==> config.mk <==
export PLATFORM = sky130hd
export DESIGN_NAME = keyb_matrix_emulator
export DESIGN_NICKNAME = d
export VERILOG_FILES = /design/src/rtl/keyb_matrix_emulator.sv
export SDC_FILE = /design/constraint.sdc
export NUM_CORES = 1
export LEC_CHECK = 0
export ABC_AREA = 1
export CAP_MARGIN = 20
export CORE_UTILIZATION = 45
export CTS_BUF_LIST = sky130_fd_sc_hd__clkbuf_4
export DETAILED_ROUTE_END_ITERATION = 7
export PLACE_DENSITY = 0.61
export RECOVER_POWER = 25
export SYNTH_ARGS = -nofsm -noshare
export SYNTH_HDL_FRONTEND = slang
export SYNTH_SLANG_ARGS = --single-unit
==> constraint.sdc <==
create_clock -name i_clk -period 5.4 [get_ports i_clk]
set_input_delay 0.81 -clock i_clk [delete_from_list [all_inputs] [get_ports i_clk]]
set_output_delay 0.81 -clock i_clk [all_outputs]
set_load 0.01 [all_outputs]
==> src/rtl/keyb_matrix_emulator.sv <==
// keyb_matrix_emulator: turns mapped key codes from the keyboard decoder into
// timed presses on an emulated 3-row x 6-column, active-low switch matrix.
// Each press is held for HOLD_CYCLES and followed by GAP_CYCLES of release.
// Build option: define KEYB_MATRIX_FIFO_EN for a FIFO_DEPTH-entry key queue;
// otherwise a single holding register queues one key.
//
// state   | meaning
// --------+---------------------------------------------------
// IDLE    | waiting for a queued key
// PRESS   | active key's switch closed, hold timer running
// GAP     | forced release, gap timer running
module keyb_matrix_emulator #(
  parameter int HOLD_CYCLES = 500000,
  parameter int GAP_CYCLES  = 250000,
  parameter int FIFO_DEPTH  = 4
) (
  input  logic       i_clk,
  input  logic       i_rst,
  input  logic [5:0] i_keyb_value,
  input  logic [5:0] i_mat_col,
  output logic [2:0] o_mat_row,
  output logic       o_key_busy,
  output logic       o_key_overflow
);

`ifdef KEYB_MATRIX_FIFO_EN
  localparam int QD = FIFO_DEPTH;
`else
  // single holding register; FIFO_DEPTH has no effect in this build
  localparam int QD = (FIFO_DEPTH > 0) ? 1 : 1;
`endif
  localparam int PW   = (QD > 1) ? $clog2(QD) : 1;
  localparam int QA   = 1 << PW;
  localparam int NW   = $clog2(QD + 1);
  localparam int MAXC = (HOLD_CYCLES > GAP_CYCLES) ? HOLD_CYCLES : GAP_CYCLES;
  localparam int CW   = (MAXC > 1) ? $clog2(MAXC) : 1;

  localparam logic [CW-1:0] HOLD_LD  = CW'(HOLD_CYCLES - 1);
  localparam logic [CW-1:0] GAP_LD   = CW'(GAP_CYCLES - 1);
  localparam logic [PW-1:0] PTR_LAST = PW'(QD - 1);
  localparam logic [NW-1:0] Q_FULL   = NW'(QD);

  typedef enum logic [1:0] {ST_IDLE, ST_PRESS, ST_GAP} state_t;

  state_t        r_state, w_state_nxt;
  logic [CW-1:0] r_cnt, w_cnt_nxt;
  logic [5:0]    r_active, w_active_nxt;
  logic [5:0]    r_prev;
  logic [5:0]    r_q [QA];
  logic [PW-1:0] r_rd_ptr, r_wr_ptr;
  logic [NW-1:0] r_count;
  logic [2:0]    r_row;
  logic          r_busy, r_ovf;

  logic w_empty, w_full, w_new_key, w_push_req, w_push, w_pop, w_drop;
  logic [5:0] w_km1, w_col, w_rowi;
  logic       w_sel;
  logic [2:0] w_row_nxt;

  assign w_empty    = (r_count == '0);
  assign w_full     = (r_count == Q_FULL);
  assign w_new_key  = (i_keyb_value != 6'd0) && (i_keyb_value != r_prev);
  assign w_push_req = w_new_key && (i_keyb_value <= 6'd18);
  // a pop on the same edge frees the slot, so a full queue still accepts
  assign w_push     = w_push_req && (!w_full || w_pop);
  assign w_drop     = w_push_req && w_full && !w_pop;

  assign w_km1  = r_active - 6'd1;
  assign w_col  = w_km1 / 6'd3;
  assign w_rowi = w_km1 % 6'd3;

  // next-state, timer and pop decision
  always_comb begin
    w_state_nxt  = r_state;
    w_cnt_nxt    = r_cnt;
    w_active_nxt = r_active;
    w_pop        = 1'b0;
    case (r_state)
      ST_IDLE: begin
        if (!w_empty) begin
          w_pop        = 1'b1;
          w_active_nxt = r_q[r_rd_ptr];
          w_cnt_nxt    = HOLD_LD;
          w_state_nxt  = ST_PRESS;
        end
      end
      ST_PRESS: begin
        if (r_cnt == '0) begin
          w_cnt_nxt   = GAP_LD;
          w_state_nxt = ST_GAP;
        end else begin
          w_cnt_nxt = r_cnt - 1'b1;
        end
      end
      ST_GAP: begin
        if (r_cnt == '0) w_state_nxt = ST_IDLE;
        else             w_cnt_nxt   = r_cnt - 1'b1;
      end
      default: w_state_nxt = ST_IDLE;
    endcase
  end

  // row return for the active key's switch when its column is driven low
  always_comb begin
    w_sel = 1'b0;
    for (int c = 0; c < 6; c++) begin
      if (w_col == 6'(c)) w_sel = ~i_mat_col[c];
    end
    w_row_nxt = 3'b111;
    for (int r = 0; r < 3; r++) begin
      if ((r_state == ST_PRESS) && w_sel && (w_rowi == 6'(r))) w_row_nxt[r] = 1'b0;
    end
  end

  // FSM state, timer and active code registers
  always_ff @(posedge i_clk) begin
    if (i_rst) begin
      r_state  <= ST_IDLE;
      r_cnt    <= '0;
      r_active <= 6'd0;
    end else begin
      r_state  <= w_state_nxt;
      r_cnt    <= w_cnt_nxt;
      r_active <= w_active_nxt;
    end
  end

  // key queue storage and occupancy
  always_ff @(posedge i_clk) begin
    if (i_rst) begin
      r_rd_ptr <= '0;
      r_wr_ptr <= '0;
      r_count  <= '0;
    end else begin
      if (w_push) begin
        r_q[r_wr_ptr] <= i_keyb_value;
        r_wr_ptr      <= (r_wr_ptr == PTR_LAST) ? '0 : r_wr_ptr + 1'b1;
      end
      if (w_pop) r_rd_ptr <= (r_rd_ptr == PTR_LAST) ? '0 : r_rd_ptr + 1'b1;
      case ({w_push, w_pop})
        2'b10:   r_count <= r_count + 1'b1;
        2'b01:   r_count <= r_count - 1'b1;
        default: r_count <= r_count;
      endcase
    end
  end

  // registered outputs and key edge history
  always_ff @(posedge i_clk) begin
    if (i_rst) begin
      r_row  <= 3'b111;
      r_busy <= 1'b0;
      r_ovf  <= 1'b0;
      r_prev <= 6'd0;
    end else begin
      r_row  <= w_row_nxt;
      r_busy <= (r_state != ST_IDLE) || !w_empty;
      r_prev <= i_keyb_value;
      if (w_drop) r_ovf <= 1'b1;
    end
  end

  assign o_mat_row      = r_row;
  assign o_key_busy     = r_busy;
  assign o_key_overflow = r_ovf;

endmodule

==> impl_metrics.tcl <==
set metrics [dict create \
    wl_um 6350 \
    setup_viol 0 \
    synthFlopType "dfxtp_1" \
    detail-route-antenna-nets 0 \
    crit_slowest_cell "dfxtp_1" \
    synth_top_family_by_area "simple AND/OR/NAND/NOR gates" \
    period_minus_slack_ns 4.75 \
    worstSkewPairLatency_ns 0.35 \
    syn-mean-instance-area_um2 6.92 \
    tritoncts "yes" \
    failed_checks "DRC" \
    drive_gt1_share_pct 8.91 \
    finalNonFillerCells 537 \
    worstPathArrival_ns 4.99 \
    yosys.area_share.simple_pct 37.3 \
    drc 4 \
    port_buffers 18 \
    hold_viol 0 \
    whs_ns 0.470 \
    design.core.area_mm2 0.00642 \
    root_buffer "clkbuf_4" \
    r2r_cells 33 \
    synth-compound-area-share_pct 11.3 \
    crit_path_start "r_active[0]" \
    post_dp_cell_area_mm2 0.00329 \
    yosysUniqueCellTypes 40 \
    wire_per_inst_um 11.8 \
    worstSetupEndpointType "flip-flop" \
    grt_pass1_vias 2669 \
    multi_input_comb_area_mm2 0.00180 \
    cp-start-kind "flip-flop" \
    nFillCells 657 \
    rows 29 \
    slew_violations 0 \
    synthArstFlopShare_pct 0 \
    dp.cells 529 \
    synth_mux_area_share_pct 0 \
    rsz0062_at_grt "no" \
    syn_inst 440 \
    worst_path_largest_cell_delay_ns 0.42 \
    hold_buffers 0 \
    yosys_warnings 0 \
    vias 2770 \
    cts-resized-gates 0 \
    min_to "o_key_overflow" \
    die_h_um 84.3 \
    clkSinkCount 45 \
    place_hpwl_um 4950 \
    pin_count 19 \
    status "finished with violations" \
    ff_latch_area_um2 961 \
    crit_required_ns 5.64 \
    worstReg2RegEnd "o_mat_row[0]" \
    synth_area_mm2 0.00304 \
    design.final.nets 486 \
    grt_pass1_wl_um 11600 \
    post-route-period-util_pct 88.0 \
    via_per_inst 5.16 \
    synth-seq-area-share_pct 31.6 \
    clock_skew_ns 0.00636 \
    crit_fanout 10 \
    synth-edff-count 6 \
    firstDrtPassIters 6 \
    syn-num-nets 467 \
    die_x_um 84.3 \
    grt_max_degree 23 \
    grt_util_all_layers_pct 19.5 \
    drt-initial-drc-count 91 \
    antenna_found_initial 0 \
    floorplan.initialDensity_pct 47.4 \
    cap_violations 0 \
    max_slew_margin_pct 40.8 \
    grt-ovfl-total 0 \
    fmax_mhz 211 \
    synth_seq_cells 45 \
    diodes 0 \
    worstReg2RegStart "r_active[0]" \
    synth-adder-area-share_pct 5.34 \
    post-route-cell-area_mm2 0.00337 \
    cts_buffers 5 \
    gp_congestion 0.841 \
    tns_ns 0 \
    syn_to_final_growth_pct 10.7 \
    cts_setup_buffers 0 \
    rrSetupSlack_ns 0.65 \
    min_from "o_key_overflow" \
    cts.clk_slew.worst_paths_ns 0.13 \
    cts_buffer_depth 2 \
    timing_worst_setup_path_type "flip-flop to flip-flop" \
    synth_xor_area_share_pct 5.14 \
    holdPathStages 2 \
    htreeDepth 2 \
    hp-class "flip-flop to flip-flop" \
    die-area_mm2 0.00710 \
    tightest_slew_ns 0.885 \
]
## logic make-up after synthesis
logic type,count (synthesis)
and+or+nand+nor,235
buffers and inverters,74
AOI/OAI and AO/OA,56
DFF,45
xor gates and xnor gates,17
adders and majority gates,13
## per-stage QoR
step	setup slack (ns)	utilization (%)
after floorplan	1.23	-
after global placement	0.828	51.2
final	0.651	52.5
after detailed placement	0.676	51.2
after CTS	0.654	52.5
after global routing	0.170	52.5
## sequential cells by signal, indices dropped and copies added (netlist names)
signal and cells:
r_cnt 19, o_key_busy 1, r_count 1, r_q 6
o_mat_row 3, r_active 6, r_state 2, o_key_overflow 1
r_prev 6
## synthesized netlist by cell type, types with 2 or more instances
library cell,count,area share (%)
a21oi_1,17,2.8
a221oi_1,8,2.3
clkbuf_1,5,0.62
dfxtp_1,39,26
edfxtp_1,6,5.9
ha_1,13,5.3
inv_1,64,7.9
inv_2,4,0.49
nand2_1,89,11
nand2_2,11,2.3
nand3_1,36,5.9
nand3_2,4,1.3
nand3_4,2,1.2
nand3b_1,2,0.49
nand4_1,13,2.7
nor2_1,58,7.2
nor2_2,2,0.41
nor2_4,3,1.1
nor3_1,5,0.82
nor3b_1,2,0.49
nor4_1,3,0.62
o21ai_0,20,3.3
o21ai_1,2,0.33
or2_2,2,0.41
xnor2_1,2,0.58
xor2_1,14,4.0
## routing by layer
| metal | track usage [%] | wire [um] | up-vias |
|---|---|---|---|
| met4 | 6.74 | 131 | 0 |
| met3 | 3.15 | 215 | 12 |
| met5 | 0 | 0 | - |
| met2 | 33.5 | 2860 | 48 |
| li1 | - | - | 1474 |
| met1 | 24.8 | 3150 | 1236 |
## final cells by class
type                    count  area share (%)
multi-input cells         321            53.4
flip-flops and latches     45            28.5
inverters                  68            7.58
repair buffers             18            5.35
well taps                  77            2.86
clock buffers               6            1.34
clock inverters             2            1.00
## critical path, delay by kind of cell (launching register included)
| kind | cells | cell delay, ns |
|---|---|---|
| XOR/XNOR | 1 | 0.16 |
| adder cells (fa/ha/maj) | 5 | 1.15 |
| AND/OR/NAND/NOR | 19 | 2.00 |
| buffers and inverters | 6 | 0.59 |
| flip-flops | 1 | 0.42 |
| AO/OA/AOI/OAI | 2 | 0.33 |
## layout by cell type, fill, tap and decap left out, drive strengths merged, types with 8 or more instances in the layout
| cell | n |
|---|---|
| nand3 | 42 |
| o21ai | 23 |
| a21oi | 18 |
| dlygate4sd3 | 8 |
| clkdlybuf4s50 | 10 |
| ha | 13 |
| nand2 | 101 |
| inv | 68 |
| a221oi | 8 |
| xor2 | 15 |
| nand4 | 15 |
| nor2 | 63 |
| dfxtp | 39 |
## worst max path at each step
stage / endpoint / depth (start not counted) / slack (ns)
CTS: o_mat_row[0] / 33 / 0.65
detailed placement: o_mat_row[0] / 33 / 0.68
global route: o_mat_row[0] / 33 / 0.17
global placement: o_mat_row[0] / 33 / 0.83
finish: o_mat_row[0] / 33 / 0.65
floorplan: o_mat_row[2] / 36 / 1.23
Power is not shown: default switching activity piles up to over one toggle a cycle in this logic, so the estimate is an artifact.
